<file path="src/rtl/rst_seq_ctrl.sv">
// Reset sequencer for the SoC wrapper: gates SoC resets on PLL lock and releases
// transport, POR and system resets in order; services SYSRESETREQ and host POR requests.
module rst_seq_ctrl #(
    parameter int unsigned SYNC_STAGES = 2,
    parameter int unsigned LOCK_STABLE = 64,
    parameter int unsigned POR_CYCLES  = 255,
    parameter int unsigned SYS_CYCLES  = 16
) (
    input  logic       hclk,
    input  logic       RESET,
    input  logic       hpll_locked,
    input  logic       tpll_locked,
    input  logic       sysresetreq,
    input  logic       host_rst_req,
    output logic       transport_rst_n,
    output logic       poreset_n,
    output logic       sysreset_n,
    output logic [1:0] rst_cause,
    output logic       rst_busy
);

    localparam int unsigned MAX_DLY = (POR_CYCLES > SYS_CYCLES) ? POR_CYCLES : SYS_CYCLES;
    localparam int unsigned SW = $clog2(LOCK_STABLE + 1);
    localparam int unsigned DW = $clog2(MAX_DLY + 1);
    localparam logic [SW-1:0] STAB_MAX = SW'(LOCK_STABLE);
    localparam logic [DW-1:0] POR_LOAD = DW'(POR_CYCLES - 1);
    localparam logic [DW-1:0] SYS_LOAD = DW'(SYS_CYCLES - 1);

    typedef enum logic [2:0] {
        StLock   = 3'd0,
        StPor    = 3'd1,
        StSys    = 3'd2,
        StRun    = 3'd3,
        StSysrst = 3'd4
    } state_e;

    state_e            state_q, state_d;
    logic [SW-1:0]     stab_q, stab_d, stab_inc;
    logic [DW-1:0]     dly_q, dly_d;
    logic [1:0]        cause_q, cause_d;
    logic [SYNC_STAGES-1:0] hsync_q, tsync_q;
    logic              lock_ok;
    logic              trn_q, por_q, sys_q, busy_q;

    // Lock synchronizers run free, independent of RESET.
    always_ff @(posedge hclk) begin
        hsync_q <= {hsync_q[SYNC_STAGES-2:0], hpll_locked};
        tsync_q <= {tsync_q[SYNC_STAGES-2:0], tpll_locked};
    end

    assign lock_ok  = hsync_q[SYNC_STAGES-1] & tsync_q[SYNC_STAGES-1];
    assign stab_inc = (stab_q == STAB_MAX) ? STAB_MAX : stab_q + SW'(1);

    always_comb begin
        state_d = state_q;
        stab_d  = '0;
        dly_d   = dly_q;
        cause_d = cause_q;
        if (RESET) begin
            state_d = StLock;
            dly_d   = '0;
            cause_d = 2'b00;
        end else if (state_q != StLock && !lock_ok) begin
            state_d = StLock;
            dly_d   = '0;
            cause_d = 2'b01;
        end else if (host_rst_req && (state_q inside {StSys, StRun, StSysrst})) begin
            state_d = StPor;
            dly_d   = POR_LOAD;
            cause_d = 2'b11;
        end else begin
            case (state_q)
                StLock: begin
                    dly_d = '0;
                    if (lock_ok) begin
                        stab_d = stab_inc;
                        if (stab_inc == STAB_MAX) begin
                            state_d = StPor;
                            dly_d   = POR_LOAD;
                        end
                    end
                end
                StPor: begin
                    if (dly_q == '0) begin
                        state_d = StSys;
                        dly_d   = SYS_LOAD;
                    end else begin
                        dly_d = dly_q - DW'(1);
                    end
                end
                StSys: begin
                    if (dly_q == '0) begin
                        state_d = StRun;
                    end else begin
                        dly_d = dly_q - DW'(1);
                    end
                end
                StRun: begin
                    if (sysresetreq) begin
                        state_d = StSysrst;
                        dly_d   = SYS_LOAD;
                        cause_d = 2'b10;
                    end
                end
                StSysrst: begin
                    // A held request keeps reloading, stretching the system reset.
                    if (sysresetreq) begin
                        dly_d = SYS_LOAD;
                    end else if (dly_q == '0) begin
                        state_d = StRun;
                    end else begin
                        dly_d = dly_q - DW'(1);
                    end
                end
                default: begin
                    state_d = StLock;
                    dly_d   = '0;
                end
            endcase
        end
    end

    // Outputs are decoded from the next state so they change on the transition edge.
    always_ff @(posedge hclk) begin
        state_q <= state_d;
        stab_q  <= stab_d;
        dly_q   <= dly_d;
        cause_q <= cause_d;
        trn_q   <= (state_d != StLock);
        por_q   <= (state_d inside {StSys, StRun, StSysrst});
        sys_q   <= (state_d == StRun);
        busy_q  <= (state_d != StRun);
    end

    assign transport_rst_n = trn_q;
    assign poreset_n       = por_q;
    assign sysreset_n      = sys_q;
    assign rst_cause       = cause_q;
    assign rst_busy        = busy_q;

endmodule

</file>
<file path="config.mk">
export PLATFORM = sky130hd
export DESIGN_NAME = rst_seq_ctrl
export DESIGN_NICKNAME = d
export VERILOG_FILES = /design/src/rtl/rst_seq_ctrl.sv
export SDC_FILE = /design/constraint.sdc
export NUM_CORES = 1
export LEC_CHECK = 0
export CELL_PAD_IN_SITES_DETAIL_PLACEMENT = 1
export CELL_PAD_IN_SITES_GLOBAL_PLACEMENT = 1
export CORE_MARGIN = 2
export CORE_UTILIZATION = 39
export DETAILED_ROUTE_END_ITERATION = 8
export HOLD_SLACK_MARGIN = 0.03
export PLACE_DENSITY = 0.73
export SLEW_MARGIN = 10
export SYNTH_ARGS = -nofsm -noshare
export SYNTH_HDL_FRONTEND = slang
export SYNTH_SLANG_ARGS = --single-unit
</file>
<file path="constraint.sdc">
create_clock -name hclk -period 2.1 [get_ports hclk]
set_input_delay 0.42 -clock hclk [delete_from_list [all_inputs] [get_ports hclk]]
set_output_delay 0.42 -clock hclk [all_outputs]
set_load 0.02 [all_outputs]
</file>
Yosys cells after proc, flatten, opt, wreduce, memory -nomap -nowiden:

Index checks and enable logic that the tools add are counted.

* output and inout port bits: 6
* word-level logic and storage cells: 70
* register bits: 28

* reductions and logical operators: 18
* bitwise operators: 3
* mux-type cells: 23
* equal/unequal tests: 12
* add/subtract/negate cells: 2

Operators with widths (count)
* 2-to-1 mux 8 bit: 7
* one-hot mux 8 bit (5 select lines): 1
* 2-to-1 mux 3 bit: 9
* nonzero test 3 bit: 6
* one-hot mux 3 bit (5 select lines): 1
* equality test 7 bit (second input constant): 2
* equality test 3 x 2 -> 1 bit (second input constant): 4
* zero test 8 bit: 1
* subtractor 8 x 1 -> 8 bit (second input constant): 1
* adder 7 x 1 -> 7 bit (second input constant): 1
* 2-to-1 mux 7 bit: 1
* equality test 3 bit (second input constant): 2
* 2-to-1 mux 2 bit: 3
* != test 3 x 2 -> 1 bit (second input constant): 2
* OR reduction 5 bit: 1
* AND reduction 2 bit: 2
* nonzero test 2 bit: 2
* equality test 3 x 1 -> 1 bit (second input constant): 1
* zero test 3 bit: 1
* OR reduction 3 bit: 1
* logical AND 1 bit: 2
* != test 2 bit (second input constant): 1
* NOT 1 bit: 2
* OR reduction 2 bit: 1
* 3 further kinds: 3

Depth between registers and ports, before layout:

Gate-level depths: netlist of run 1.

* word-level depth: 11
* gate-level depth with buffers: 11

Least setup slack after synthesis of run 1:

OpenSTA, ideal clock, no wires.

* kind: reg2reg
* from: register dly_q[0]
* to: register dly_q[0]
* required time: 1983 ps
* period minus slack after synthesis: 2241 ps
* stages on the path, launching flop included: 12
* setup slack: -141 ps
* library setup time: 117 ps
* arrival time: 2124 ps
* cells stage by stage: dfxtp_1 -> inv_1 -> ha_1 -> nor4b_2 -> and2_1 -> buf_2 -> inv_1 -> ha_1 -> mux2_2 -> a21oi_1 -> o221a_2 -> nor2_1

* word-level cells in the longest chain between the ends: 4

Ends and longest elaborated chain
* start, declared: line 39 `logic [DW-1:0] dly_q, dly_d;`
* start signal, assigned: line 127 `dly_q <= dly_d;`
* subtractor 8 x 1 -> 8 bit / zero test 8 bit (equally long branches)
* 2-to-1 mux 8 bit: line 92, 109
* 2-to-1 mux 8 bit: line 107 `if (sysresetreq) begin`
* one-hot mux 8 bit (5 select lines) *: line 72 `case (state_q)`

Mark *: on every way between the ends. The rest lies on a longest branch, timed or not.
A chain may end at the register's enable or synchronous reset.

Worst setup path after layout of run 1:

Same ends and word-level chain as after synthesis.

==> run metrics, run 1 <==
status=complete, no violations; Synthesized Nets=182; sequential-to-total area share from yosys stat=37.6%; slowest stage delay, CP=0.33 ns; Tot Pwr=0.000926 W; Initial Util=40.7%; Yosys top cell area share=37.6%; reg2reg path depth=10; Ports=12; synthesis-to-finish area growth=27.5%; final hold violations=0; CP Class=reg2reg; Pleak=0.758 nW; post-DP HPWL=3150 um; htree depth=1; reg2reg end=dly_q[0]; Post-synth top flop=dfxtp_1; non-filler instance count after layout=252; Hold Startpoint=tsync_q[0]; initial antenna violation count=0; hold_buf cts=0; VDD IR max=0.000286 V; DRT Pass-1 Iters=4; Syn Area/Cell=8.66 um^2; die area=4330 um^2; synthesized flop and latch total=28; CP Cell Sequence=inv_2 > ha_4 > nor4b_4 > and2_4 > inv_1 > ha_4 > mux2_2 > a21oi_2 > o221a_2 > nor2_1; Max Cap Viol=0; CTS tree=built; CTS buffer count=3; worst hold stages=0; Skew-Pair Late Insertion Delay=0.28 ns; FMAX=504 MHz; Hold Crit Endpoint=tsync_q[1]; setup violators final=0; clock buffer depth=2; most frequent cell after synthesis=dfxtp_1; CP Max Fanout=2; fin crit share=94.6%; internal reg-to-reg setup slack=0.11 ns; Fill cells=444; GP Congestion=0.854; final wirelength=4180 um; slowest stage cell on the critical path=dfxtp_2; DR iter-0 viols=116; via count=1424; relative slew slack=63.9%; dpl cells=247; Yosys warnings=0; asr flop ratio synth=0%; Core ar.=3660 um^2; element type at the critical path end=flip-flop; CTS Root Cell=clkbuf_8; fin area=1900 um^2; pwr/cell area=487 nW/um^2; most area-hungry cell type in the Yosys netlist=dfxtp_1; Post-synth top cells=28 x dfxtp_1, 20 x nor2_1, 12 x a21oi_1; clk sinks=28; gr usage total=21.3%; startpoint types=flip-flop; DRT antenna net count=0; die width=65.8 um; clock transition at the registers of the reported paths=0.09 ns; Worst R2R Start=dly_q[0]; largest net degree at the start of global routing=16; CP most frequent cell=ha_4; Post-synth EDFFs=0; Post-Synthesis Cells=172; Die H=65.8 um; number of global-route vias before repair=1473; Synth cell types=51; worst slew pin tran=0.537 ns; std cell rows=22; Vias/cell=5.65; total gr overflow=0; first-pass GRT wire length=7000 um; crit path time final=1.99 ns; Diodes inserted=0; Req. time, crit path=2.28 ns; drt wl/cell=16.6 um; Final Max Tran Viols=0; Net count, final=215; clock skew=0.00343 ns; Synth Cell Area=1490 um^2; Area contributors post-synth=dfxtp_1 38%, nor2_1 5.0%, a21oi_1 4.0%; layout cells sized above 1=22.1%; # DRC=0; Placed Area=1820 um^2; arrival time at the worst endpoint=2.17 ns; port bufs=11; min-delay worst type=reg2reg
[layout by cell type, fill, tap and decap left out, types with 4 or more instances in the layout]
cell and count:
a21oi_1 11, a31oi_1 6, buf_4 22, clkbuf_8 4, clkdlybuf4s50_1 11, dfxtp_1 27, inv_1 5, nand2_1 11
nand3_1 8, nor2_1 20, nor3_1 4, o21ai_0 6, xor2_1 6
[area by class of cell]
cell class                 instances  area, um^2  area share, %
multi-input combinational        132         921           48.5
sequential                        28         562           29.6
timing repair buffer              33         275           14.5
tap                               48        60.1           3.16
clock buffer                       4        55.1           2.90
inverter                           7        26.3           1.38
[power by group]
part           total (W)  leakage (nW)  internal [W]  switching [W]
logic          0.0000472         0.501     0.0000226      0.0000246
registers       0.000540         0.228      0.000536     0.00000357
clock network   0.000339        0.0288      0.000168       0.000170
[critical path: cells and delay by family, from the launching register on]
family                   cells  cell delay (ns)
AND/OR/NAND/NOR              3             0.45
AO/OA/AOI/OAI                2             0.34
multiplexers                 1             0.28
flip-flops                   1             0.33
buffers and inverters        2             0.15
adder cells (fa/ha/maj)      2             0.34
[timing repair]
action	in CTS	in global routing
buffers inserted	0	1
gates resized for setup	0	4
endpoints found under the setup margin	0	3
[kinds of logic after synthesis]
kind of cell	Yosys count	synth area share [%]
simple gates	66	25.0
buf+inv	12	3.27
fa+ha+maj	4	3.36
mux	4	2.94
flops	28	37.6
compound gates	50	23.1
xor+xnor	8	4.70
[worst max path at each step]
stage | end | cells past startpoint | start
6_report | dly_q[0] | 10 | dly_q[0]
5_1_grt | dly_q[0] | 10 | dly_q[0]
4_1_cts | dly_q[0] | 10 | dly_q[0]
3_5_place_dp | dly_q[3] | 6 | sysresetreq
3_3_place_gp | dly_q[5] | 5 | sysresetreq
2_1_floorplan | dly_q[0] | 11 | dly_q[1]
[metrics by stage]
step | util [%] | worst slack (ns) | TNS, ns | hold WS [ns]
floorplan | - | 0.0115 | 0 | 0.310
global placement | 49.6 | 0.0243 | 0 | 0.314
detailed placement | 49.6 | -0.0137 | -0.0137 | 0.316
CTS | 51.1 | 0.00996 | 0 | 0.341
global route | 51.9 | -0.00170 | -0.00170 | 0.345
finish | 51.9 | 0.114 | 0 | 0.337
[routing by layer]
| metal | track usage [%] | share of wire, % | up-vias |
|---|---|---|---|
| met4 | 9.38 | 1.9 | 0 |
| met5 | 0 | 0 | - |
| met3 | 3.24 | 2.3 | 8 |
| li1 | - | - | 690 |
| met1 | 24.3 | 42 | 699 |
| met2 | 38.9 | 54 | 27 |
[flip-flops by register name, indices dropped and copies added, names as in the netlist]
name	cells
transport_rst_n	1
stab_q	7
state_q	3
dly_q	8
rst_cause	2
poreset_n	1
tsync_q	2
rst_busy	1
sysreset_n	1
hsync_q	2
Note: power is estimated with default switching activity, not from simulation.
==> run 2: changes to the inputs <==
--- a/config.mk
+++ b/config.mk
@@ -12,6 +12,7 @@
 export DETAILED_ROUTE_END_ITERATION = 8
 export HOLD_SLACK_MARGIN = 0.03
 export PLACE_DENSITY = 0.73
+export SETUP_SLACK_MARGIN = 0.3
 export SLEW_MARGIN = 10
 export SYNTH_ARGS = -nofsm -noshare
 export SYNTH_HDL_FRONTEND = slang
==> run metrics, run 2 (synthesis results as in run 1) <==
Max Cap Viol=0; dpl cells=242; Int Pwr=0.000727 W; combinational share of power=5.5%; post-DP HPWL=3090 um; CTS tree=built; element type at the critical path end=flip-flop; CTS buffer count=3; Net count, final=218; clock transition at the registers of the reported paths=0.09 ns; Ports=12; worst setup margin=0.177 ns; startpoint types=flip-flop; CP Max Fanout=2; worst slew pin tran=0.356 ns; reg2reg end=dly_q[0]; unrepaired setup endpoints after global routing=yes; arrival time at the worst endpoint=2.10 ns; Placed Area=1800 um^2; Reg with most FFs=dly_q; Clk network pwr share=36.4%; CTS Root Cell=clkbuf_8; end of the critical path=dly_q[0]; Worst R2R Start=dly_q[0]; top layer in use=met4; crit path time final=1.92 ns; power share of the sequential group=58.1%; NetSw=0.000201 W; CP Class=reg2reg; GP Congestion=0.812; port bufs=11; Req. time, crit path=2.28 ns; Initial Util=40.7%; non-filler instance count after layout=255; largest net degree at the start of global routing=16; Diodes inserted=0; post-place setup slack=-0.0391 ns; VDD IR max=0.000326 V; gr usage total=22.2%; WL met3=119 um; FMAX=520 MHz; reg2reg path depth=10; Pleak=0.795 nW; commonest non-fill, non-tap cell in the layout=buf_4; DR iter-0 viols=81; max reg flops=8; final wirelength=4410 um; std cell rows=22; min-delay worst type=reg2reg; # DRC=0; clock skew=0.00401 ns; synthesis-to-finish area growth=33.8%; pwr/cell area=465 nW/um^2; commonest non-fill, non-tap cells in the layout=24 x buf_4, 23 x dfxtp_1, 20 x nor2_1; DRT Pass-1 Iters=4; initial antenna violation count=0; Die H=65.8 um; routed wl met2=2380 um; final hold violations=0; relative slew slack=75.9%; clock buffer depth=2; status=complete, no violations; htree depth=1; die width=65.8 um; Top Registers=dly_q x8, stab_q x7, state_q x3; Skew-Pair Late Insertion Delay=0.28 ns; total gr overflow=0; hold_buf cts=0; Final Max Tran Viols=0; via count=1454; internal reg-to-reg setup slack=0.18 ns; critical path launch point=dly_q[0]; Sw Share=21.6%; number of global-route vias before repair=1514; first-pass GRT wire length=7310 um; DRT antenna net count=0; clk sinks=28; Vias/cell=5.70; Core ar.=3660 um^2; fin area=1990 um^2; drt wl/cell=17.3 um; layout cells sized above 1=29.5%; Met1 Wirelength=1860 um; fin crit share=91.6%; setup violators final=0; die area=4330 um^2
[run 2: routing by layer]
metal	vias up	GRT usage (%)
met2	29	40.8
met1	724	26.7
li1	695	-
met5	-	0
met3	6	2.73
met4	0	6.25
[run 2: repair_timing]
| item | in CTS | in global routing |
|---|---|---|
| buffers inserted | 6 | 3 |
| endpoints found under the setup margin | 11 | 15 |
| pin swaps | 4 | 3 |
| resized for setup | 11 | 6 |
[run 2: worst min path at each step]
stage	startpoint	endpoint	slack (ns)	cells past startpoint
2_1_floorplan	hsync_q[0]	hsync_q[1]	0.31	0
3_5_place_dp	tsync_q[0]	tsync_q[1]	0.31	0
6_report	hsync_q[0]	hsync_q[1]	0.34	0
5_1_grt	hsync_q[0]	hsync_q[1]	0.36	0
3_3_place_gp	tsync_q[0]	tsync_q[1]	0.32	0
4_1_cts	tsync_q[0]	tsync_q[1]	0.35	0
[run 2: power by group through the flow]
stage | Sequential, W | Combinational (W) | Clock [W]
after floorplan | 0.000552 | 0.0000209 | 0
after global placement | 0.000552 | 0.0000435 | 0
after detailed placement | 0.000552 | 0.0000457 | 0
after CTS | 0.000539 | 0.0000475 | 0.000350
after global routing | 0.000540 | 0.0000565 | 0.000364
final | 0.000539 | 0.0000512 | 0.000338
[run 2: worst max-delay path, stage by stage (launching register included)]
cell and delay [ns]:
dfxtp_4 0.37, inv_4 0.06, ha_4 0.12, nor4b_4 0.20, and2_4 0.21, inv_4 0.04, ha_4 0.20, mux2_4 0.27
a21oi_2 0.12, o221a_2 0.20, nor2_1 0.04
[run 2: cell type report]
cell class | instances | area [um^2]
Fill cell | 420 | 1670
Timing Repair Buffer | 36 | 302
Multi-Input combinational cell | 132 | 976
Sequential cell | 28 | 569
Clock buffer | 4 | 55.1
Tap cell | 48 | 60.1
Inverter | 7 | 31.3
[run 2: through the flow]
step	power, W	TNS (ns)	util (%)	hold slack [ns]
after floorplan	0.000572	0	-	0.310
after detailed placement	0.000598	-0.0391	49.3	0.314
after global routing	0.000961	0	54.4	0.356
final	0.000928	0	54.4	0.343
after global placement	0.000595	0	49.3	0.316
after CTS	0.000937	0	53.0	0.346
